$ cat src/rtl/rv32i_fetch.sv
// RV32I instruction fetch: owns the PC, issues credit-limited requests to a
// variable-latency instruction memory and buffers in-order responses for decode.
module rv32i_fetch #(
  parameter logic [31:0] RESET_PC   = 32'h0000_0000,
  parameter int          FIFO_DEPTH = 4,
  parameter int          CNT_W      = 3
) (
  input  logic        clk,
  input  logic        rst_n,
  output logic        imem_req,
  output logic [31:0] imem_addr,
  input  logic        imem_gnt,
  input  logic        imem_rvalid,
  input  logic [31:0] imem_rdata,
  input  logic        redirect_valid,
  input  logic [31:0] redirect_pc,
  output logic        instr_valid,
  output logic [31:0] instr,
  output logic [31:0] instr_pc,
  input  logic        instr_ready,
  output logic        misalign_err
);
  localparam int             PTR_W    = (FIFO_DEPTH > 1) ? $clog2(FIFO_DEPTH) : 1;
  localparam logic [CNT_W:0] DEPTH_C  = (CNT_W + 1)'(FIFO_DEPTH);
  localparam logic [CNT_W-1:0] CNT_ONE  = CNT_W'(1);
  localparam logic [CNT_W-1:0] CNT_ZERO = {CNT_W{1'b0}};
  localparam logic [PTR_W-1:0] PTR_ONE  = PTR_W'(1);
  localparam logic [PTR_W-1:0] PTR_ZERO = {PTR_W{1'b0}};

  logic [31:0]      pc_q, pc_d;
  logic [31:0]      rsp_pc_q, rsp_pc_d;
  logic [CNT_W-1:0] out_q, out_d, drop_q, drop_d, cnt_q, cnt_d;
  logic [PTR_W-1:0] wr_q, wr_d, rd_q, rd_d;
  logic             misalign_q, misalign_d;
  logic             run_q;
  logic [31:0]      data_mem_q [FIFO_DEPTH];
  logic [31:0]      pc_mem_q   [FIFO_DEPTH];

  logic gnt_s, rsp_s, drop_rsp_s, push_s, pop_s;

  // A response is only owed a FIFO slot if it was counted as outstanding when requested.
  assign imem_req     = run_q && !redirect_valid &&
                        (({1'b0, out_q} + {1'b0, cnt_q}) < DEPTH_C);
  assign imem_addr    = pc_q;
  assign gnt_s        = imem_req && imem_gnt;
  assign rsp_s        = imem_rvalid && (out_q != CNT_ZERO);
  assign drop_rsp_s   = rsp_s && (drop_q != CNT_ZERO);
  assign push_s       = rsp_s && !drop_rsp_s && !redirect_valid;
  assign pop_s        = instr_valid && instr_ready;
  assign instr_valid  = (cnt_q != CNT_ZERO);
  assign instr        = instr_valid ? data_mem_q[rd_q] : 32'h0000_0000;
  assign instr_pc     = instr_valid ? pc_mem_q[rd_q]   : 32'h0000_0000;
  assign misalign_err = misalign_q;

  // Next-state for PC, counters and FIFO pointers.
  always_comb begin
    pc_d       = pc_q;
    rsp_pc_d   = rsp_pc_q;
    out_d      = out_q;
    drop_d     = drop_q;
    cnt_d      = cnt_q;
    wr_d       = wr_q;
    rd_d       = rd_q;
    misalign_d = 1'b0;

    case ({gnt_s, rsp_s})
      2'b10:   out_d = out_q + CNT_ONE;
      2'b01:   out_d = out_q - CNT_ONE;
      default: out_d = out_q;
    endcase

    if (redirect_valid) begin
      // Every response still in flight after this edge belongs to the old path.
      pc_d       = {redirect_pc[31:2], 2'b00};
      rsp_pc_d   = {redirect_pc[31:2], 2'b00};
      misalign_d = |redirect_pc[1:0];
      drop_d     = rsp_s ? (out_q - CNT_ONE) : out_q;
      cnt_d      = CNT_ZERO;
      wr_d       = PTR_ZERO;
      rd_d       = PTR_ZERO;
    end else begin
      if (gnt_s) begin
        pc_d = pc_q + 32'd4;
      end else begin
        pc_d = pc_q;
      end
      if (drop_rsp_s) begin
        drop_d = drop_q - CNT_ONE;
      end else begin
        drop_d = drop_q;
      end
      if (push_s) begin
        wr_d     = wr_q + PTR_ONE;
        rsp_pc_d = rsp_pc_q + 32'd4;
      end else begin
        wr_d     = wr_q;
        rsp_pc_d = rsp_pc_q;
      end
      if (pop_s) begin
        rd_d = rd_q + PTR_ONE;
      end else begin
        rd_d = rd_q;
      end
      case ({push_s, pop_s})
        2'b10:   cnt_d = cnt_q + CNT_ONE;
        2'b01:   cnt_d = cnt_q - CNT_ONE;
        default: cnt_d = cnt_q;
      endcase
    end
  end

  // Control state registers.
  always_ff @(posedge clk or negedge rst_n) begin
    if (!rst_n) begin
      pc_q       <= RESET_PC;
      rsp_pc_q   <= RESET_PC;
      out_q      <= CNT_ZERO;
      drop_q     <= CNT_ZERO;
      cnt_q      <= CNT_ZERO;
      wr_q       <= PTR_ZERO;
      rd_q       <= PTR_ZERO;
      misalign_q <= 1'b0;
      run_q      <= 1'b0;
    end else begin
      pc_q       <= pc_d;
      rsp_pc_q   <= rsp_pc_d;
      out_q      <= out_d;
      drop_q     <= drop_d;
      cnt_q      <= cnt_d;
      wr_q       <= wr_d;
      rd_q       <= rd_d;
      misalign_q <= misalign_d;
      run_q      <= 1'b1;
    end
  end

  // Instruction buffer storage: word and its PC written together on push.
  always_ff @(posedge clk or negedge rst_n) begin
    if (!rst_n) begin
      for (int i = 0; i < FIFO_DEPTH; i++) begin
        data_mem_q[i] <= 32'h0000_0000;
        pc_mem_q[i]   <= 32'h0000_0000;
      end
    end else if (push_s) begin
      data_mem_q[wr_q] <= imem_rdata;
      pc_mem_q[wr_q]   <= rsp_pc_q;
    end else begin
      data_mem_q[wr_q] <= data_mem_q[wr_q];
      pc_mem_q[wr_q]   <= pc_mem_q[wr_q];
    end
  end

  rv32i_fetch_chk #(.FIFO_DEPTH(FIFO_DEPTH), .CNT_W(CNT_W)) u_chk (
    .clk         (clk),
    .rst_n       (rst_n),
    .imem_rvalid (imem_rvalid),
    .imem_addr   (imem_addr),
    .push_s      (push_s),
    .pop_s       (pop_s),
    .cnt_q       (cnt_q),
    .out_q       (out_q),
    .drop_q      (drop_q)
  );
endmodule

// Simulation-only checks on fetch internals; produces no logic.
module rv32i_fetch_chk #(
  parameter int FIFO_DEPTH = 4,
  parameter int CNT_W      = 3
) (
  input logic             clk,
  input logic             rst_n,
  input logic             imem_rvalid,
  input logic [31:0]      imem_addr,
  input logic             push_s,
  input logic             pop_s,
  input logic [CNT_W-1:0] cnt_q,
  input logic [CNT_W-1:0] out_q,
  input logic [CNT_W-1:0] drop_q
);
  localparam logic [CNT_W:0] DEPTH_C = (CNT_W + 1)'(FIFO_DEPTH);

  a_no_overflow: assert property (@(posedge clk) disable iff (!rst_n)
    !(push_s && !pop_s && ({1'b0, cnt_q} == DEPTH_C)))
    else $error("instruction buffer written while full");
  a_drop_bound: assert property (@(posedge clk) disable iff (!rst_n) drop_q <= out_q)
    else $error("drop count exceeds outstanding count");
  a_addr_align: assert property (@(posedge clk) disable iff (!rst_n) imem_addr[1:0] == 2'b00)
    else $error("fetch address not word aligned");
  c_spurious_rsp: cover property (@(posedge clk) disable iff (!rst_n)
    imem_rvalid && (out_q == {CNT_W{1'b0}}));
endmodule

$ cat config.mk
export PLATFORM = sky130hd
export DESIGN_NAME = rv32i_fetch
export DESIGN_NICKNAME = d
export VERILOG_FILES = /design/src/rtl/rv32i_fetch.sv
export SDC_FILE = /design/constraint.sdc
export NUM_CORES = 1
export LEC_CHECK = 0
export CAP_MARGIN = 20
export CORE_UTILIZATION = 60
export CTS_CLUSTER_SIZE = 24
export DETAILED_ROUTE_END_ITERATION = 8
export PLACE_DENSITY = 0.94
export REMOVE_ABC_BUFFERS = 1
export SETUP_SLACK_MARGIN = 0.3
export SLEW_MARGIN = 20
export SYNTH_ARGS = -nofsm -noshare
export SYNTH_HDL_FRONTEND = slang
export SYNTH_HIERARCHICAL = 1
export SYNTH_SLANG_ARGS = --single-unit
$ cat constraint.sdc
create_clock -name clk -period 5.6 [get_ports clk]
set_input_delay 1.12 -clock clk [delete_from_list [all_inputs] [get_ports clk]]
set_output_delay 1.12 -clock clk [all_outputs]
set_load 0.01 [all_outputs]
==> run metrics, run 1 <==
wire per inst=approximately 23 microns; H-tree levels=2; hold path cells=1; Initial Util=between 60% and 70%; total grt overflow=0; Critical Path RT=between 4 and 5 ns; # setup viols final=0; worst skew pair latency=0.52 ns; min Tclk post-route=between 4 and 5 ns; Nets=~1.8k; fraction of layout cells with a size suffix above 1=approximately 14%; Port Buffers=166; Initial DRC Count=1816; Mean Syn Cell Area=~11 sq um; CTS buffer count=36; Pins Over Slew Limit=0; Cell Count, Final, Fillers Out=roughly 2.1k; CTS tree=done; max frequency=between 200 and 250 MHz; initial antenna violation count=5; # fillers=1789; vias=13.93k; placed insts=roughly 2.0k; period utilization=roughly three quarters; DRT Wirelength=about 48000 microns; number of vias per cell=6.670; hold_buf cts=0; synth unique cells=52; max-cap violations=0; I/O pins=~170; Post-Syn Area=17270 sq um; vias in the first global route=approximately 14k; Seq/Total Area, Yosys=between 40 and 50%; footprint of the multi-input gates=8486 sq um; DRC=0; die area=roughly 29000 sq um; Final Skew=~0.013 ns; Fin Setup TNS=0 ns; Max Root-Sink Buffers=3; first-pass GRT wire length=between 70000 and 80000 microns; worst reg2reg path depth=8; GP Congestion=0.8839; clk root buf=clkbuf_16; Final Hold Viols=0; number of synthesized flops with an enable pin=0; CP Capture Type=output pin; #FFs+latches synth=around 330; peak supply drop=around 0.34 mV; setup repair after global routing missed its margin=no; crit path max fanout=33; Worst Hold Launch=pc_mem_q[33]; Syn-to-layout area delta=17.48%; RR Startpoint=out_q[0]; Horiz. Die Dim=approximately 170 microns; CTS sink cnt=~330; Placeable Area=around 28000 sq um; num rows=between 60 and 70; Clock Pin Slew Worst Setup and Hold Paths=0.06 ns; crit path from=rd_q[1]; register area=8295 sq um; CP startpoint kind=flip-flop; YS warnings=6; FF-to-FF setup slack=just under 2 ns; largest net degree at the start of global routing=just over 100; slew margin rel.=32.52%; Main synth FF type=dfrtp_1; number of routed nets with antenna violations=0; Crit path arrival time=between 3 and 4 ns; hpwl dp=around 28000 microns; Pwr Density=~470 nW/um^2; Post-Syn Instances=roughly 1.6k; Post-CTS Resized=0; Tightest Pin Transition=between 1 and 1.5 ns; Die Ht=between 150 and 200 microns; Leak=7.190 nW; Tot GR Track Use=between 30% and 40%; CP Class=flip-flop to output pin; worst hold-check path type=flip-flop to flip-flop; Post-CTS Setup Repair Bufs=0; total iterations of the first detailed-routing run=6; Async SR Flop Fraction=100.0%; status=finished clean
-- worst max-delay path: stages, from the launching register on --
cell	delay [ns]
dfrtp_2	1.04
buf_4	0.51
mux4_2	0.41
and2_1	0.19
clkdlybuf4s50_1	0.47
-- power by group --
| part | internal, mW | switching (mW) | leakage (nW) |
|---|---|---|---|
| logic | 1.97 | 1.82 | 3.30 |
| clock network | 1.34 | 0.964 | 0.564 |
| registers | 2.95 | 0.574 | 3.33 |
| total | 6.26 | 3.36 | 7.19 |
-- layer usage --
layer  global-route usage (%)  routed length, microns
met3                    7.225                    4861
met2                    54.23                   23370
met4                    16.27                    1972
met1                    42.95                   17470
met5                        0                      31
-- placed cells by master (no fill, tap or decap), drive strengths merged, types with 11 or more instances in the layout --
cell           count
nor3              13
and2              71
clkbuf            47
mux2i             69
nand2             59
buf               19
o211ai            14
ha                14
o21ai             41
xnor2             32
dfrtp            331
clkinv            11
clkdlybuf4s50    164
inv               18
and3              13
a21oi            262
nand4             16
nor2             280
mux2              14
mux4             128
nand3             26
-- cells in the mapped netlist, types with 4 or more instances --
cell	instances	share of area, %
a21oi_1	262	7.6
and2_1	70	2.5
and3_1	13	0.47
and4_1	8	0.41
buf_1	9	0.20
buf_2	18	0.52
clkbuf_1	88	1.9
dfrtp_1	331	48
ha_1	14	1.0
inv_1	17	0.37
mux2_2	14	0.91
mux2i_1	69	4.0
mux4_2	128	17
nand2_1	59	1.3
nand3_1	25	0.72
nand4_1	16	0.58
nor2_1	280	6.1
nor2b_1	4	0.14
nor3_1	12	0.35
nor4_1	7	0.25
o211ai_1	14	0.61
o21ai_0	41	1.2
or3_1	5	0.18
xnor2_1	32	1.6
xor2_1	10	0.51
-- layout make-up --
class	count	area share, %
sequential	331	40.89
multi-input combinational	1115	41.82
clock buffer	47	5.094
timing repair buffer	183	9.003
antenna	2	0.02467
tap	378	2.331
clock inverter	13	0.4872
inverter	19	0.3515
-- path summary, 6_finish.rpt --
| check | end |
|---|---|
| worst max-delay path | instr_pc[8] |
| worst min-delay path | pc_mem_q[33] |
| worst max register to register | data_mem_q[13] |
| worst min register to register | pc_mem_q[33] |
| max in group asynchronous | pc_mem_q[5] |
| min in group asynchronous | data_mem_q[62] |
-- logic make-up after synthesis --
family,share of synthesized area [%]
other cells,0.04349
flops,47.96
mux,21.60
simple gates,13.58
compound gates,10.32
fa+ha+maj,1.130
xor+xnor,2.130
buf+inv,3.238
-- state kept, by name, summed over array words and instances, names as in the netlist --
name / count
drop_q: 3
out_q: 3
pc_mem_q: 128
cnt_q: 3
run_q: 1
data_mem_q: 128
wr_q: 2
imem_addr: 30
rsp_pc_q: 30
rd_q: 2
misalign_err: 1
-- metrics by stage --
| stage | hold slack [ns] | setup WS (ns) | instance area [sq um] | util (%) | power [mW] |
|---|---|---|---|---|---|
| floorplan | 0.4856 | -0.4323 | 16790 | - | 5.660 |
| global route | 0.5565 | 1.300 | 20290 | 72.23 | 10.09 |
| CTS | 0.5384 | 1.376 | 20280 | 72.22 | 9.600 |
| global placement | 0.5050 | 1.533 | 19150 | 68.19 | 7.030 |
| finish | 0.5333 | 1.332 | 20290 | 72.24 | 9.621 |
| detailed placement | 0.5251 | 1.421 | 19150 | 68.19 | 7.246 |
(Power assumes the default switching activity.)
==> run 2: changes to the inputs <==
- CORE_UTILIZATION: 60 -> 52
- PLACE_DENSITY: 0.94 -> 0.88
- clock period: 5.6 -> 3.54 ns (I/O delays scaled with it)
==> run 2 against run 1 <==
Compared with the run above: count of clock-buffer cells in the layout rose by 9; cell count rose by 4.7%; first-iteration DRC count fell by 29%; via count fell by 0.46%; design area rose by 2.7%; critical path depth rose by 1; critical endpoint is now instr_pc[10].
==> run metrics, run 2 (synthesis results as in run 1) <==
Tightest Pin Transition=~0.90 ns; Clock Pin Slew Worst Setup and Hold Paths=around 0.060 ns; commonest non-fill, non-tap cell in the layout=dfrtp_1; clk root buf=clkbuf_16; period utilization=around nine tenths; design area=around 21000 sq um; slew margin rel.=between 30% and 40%; CP startpoint kind=flip-flop; register area=between 8000 and 9000 sq um; Max Root-Sink Buffers=3; GP Congestion=just under 0.9; # fillers=roughly 2.3k; fraction of layout cells with a size suffix above 1=between 10% and 20%; Horiz. Die Dim=approximately 180 microns; commonest non-fill, non-tap cells in the layout=dfrtp_1, nor2_1, a21oi_1; Initial DRC Count=around 1.3k; footprint of the multi-input gates=between 8000 and 9000 sq um; min Tclk post-route=3.223 ns; worst reg2reg path depth=8; Initial Util=~53%; Port Buffers=166; CTS tree=done; status=finished clean; vias=13.86k; I/O pins=between 150 and 200; Final Skew=between 0.01 and 0.015 ns; Area after DPL=roughly 19000 sq um; Pwr Density=750.3 nW/um^2; H-tree levels=2; Pins Over Slew Limit=0; Placeable Area=32620 sq um; die area=33940 sq um; crit path from=rd_q[0]; Nets=~1.8k; hpwl dp=around 30000 microns; Critical Path RT=approximately 2.8 ns; number of routed nets with antenna violations=0; total iterations of the first detailed-routing run=6; Place WS=~0.46 ns; CTS sink cnt=~330; Final Hold Viols=0; setup repair after global routing missed its margin=no; reg-to-reg critical path endpoint=data_mem_q[73]; crit path max fanout=7; Syn-to-layout area delta=20.66%; largest net degree at the start of global routing=between 90 and 100; DRC=0; worst hold-check path type=primary input to async pin; CP Class=flip-flop to output pin; vias in the first global route=14.10k; DRT Wirelength=slightly below 50000 microns; max-cap violations=0; number of vias per cell=6.339; total grt overflow=0; FF-to-FF setup slack=0.61 ns; peak supply drop=roughly 0.6 mV; Tot GR Track Use=~29%; Crit path arrival time=roughly 2.5 ns; max frequency=around 310 MHz; first-pass GRT wire length=75700 microns; wire per inst=22.17 microns; top flop regs=data_mem_q x128, pc_mem_q x128; # setup viols final=0; Leak=7.476 nW; RR Startpoint=out_q[0]; CTS buffer count=36; initial antenna violation count=4; num rows=66; CP Capture Type=output pin; Fin Setup TNS=0 ns; Final WS setup=approximately 0.32 ns; worst skew pair latency=between 0.5 and 0.6 ns; Die Ht=~180 microns
run 2: worst max-delay path by stage:
stage          cells past startpoint           end
6_report                           5  instr_pc[10]
5_1_grt                            5  instr_pc[10]
4_1_cts                            4   instr_pc[2]
2_1_floorplan                     11      cnt_q[2]
3_3_place_gp                       9      cnt_q[2]
3_5_place_dp                       9      cnt_q[2]
run 2: worst max-delay path, cell delays in order (launching register included):
cell	delay, ns
dfrtp_4	0.45
buf_6	0.17
buf_16	0.15
mux4_2	0.55
and2_1	0.19
clkdlybuf4s50_1	0.48
run 2: what timing repair did:
action | 4_1_cts | 5_1_grt
setup buffers | 2 | 7
resized for setup | 4 | 10
cloned | 0 | 4
endpoints found under the setup margin | 64 | 36
hold buffers | 0 | 0
run 2: power breakdown:
part / switching [mW] / internal, mW
sequential: 0.823 / 4.66
combinational: 3.01 / 3.36
clock: 1.53 / 2.25
total: 5.36 / 10.3
run 2: through the flow:
stage	hold WS [ns]	instances	utilization [%]	total power, mW
after floorplan	0.4124	1465	-	8.954
after global placement	0.5020	2110	59.66	11.21
after detailed placement	0.5243	2110	59.66	11.55
after CTS	0.2620	2174	63.31	15.43
after global routing	0.2891	2186	63.88	16.41
final	0.2283	2187	63.89	15.64
run 2: area by class of cell:
cell class              count  share of cell area (%)
clock buffers              56                   5.026
inverters                  19                  0.3422
diodes                      2                 0.02402
well taps                 442                   2.654
flip-flops and latches    331                   39.82
repair buffers            216                   10.89
clock inverters             6                  0.5224
multi-input cells        1115                   40.72
run 2: routing by layer:
layer  GRT usage [%]  part of all wire, %  vias to the layer above
li1                -                    -                     5954
met1           37.28                   38                     6976
met2           47.03                   49                      776
met3           5.493                  9.1                      153
met4           14.13                  4.2                        4
met5               0                0.047                        -
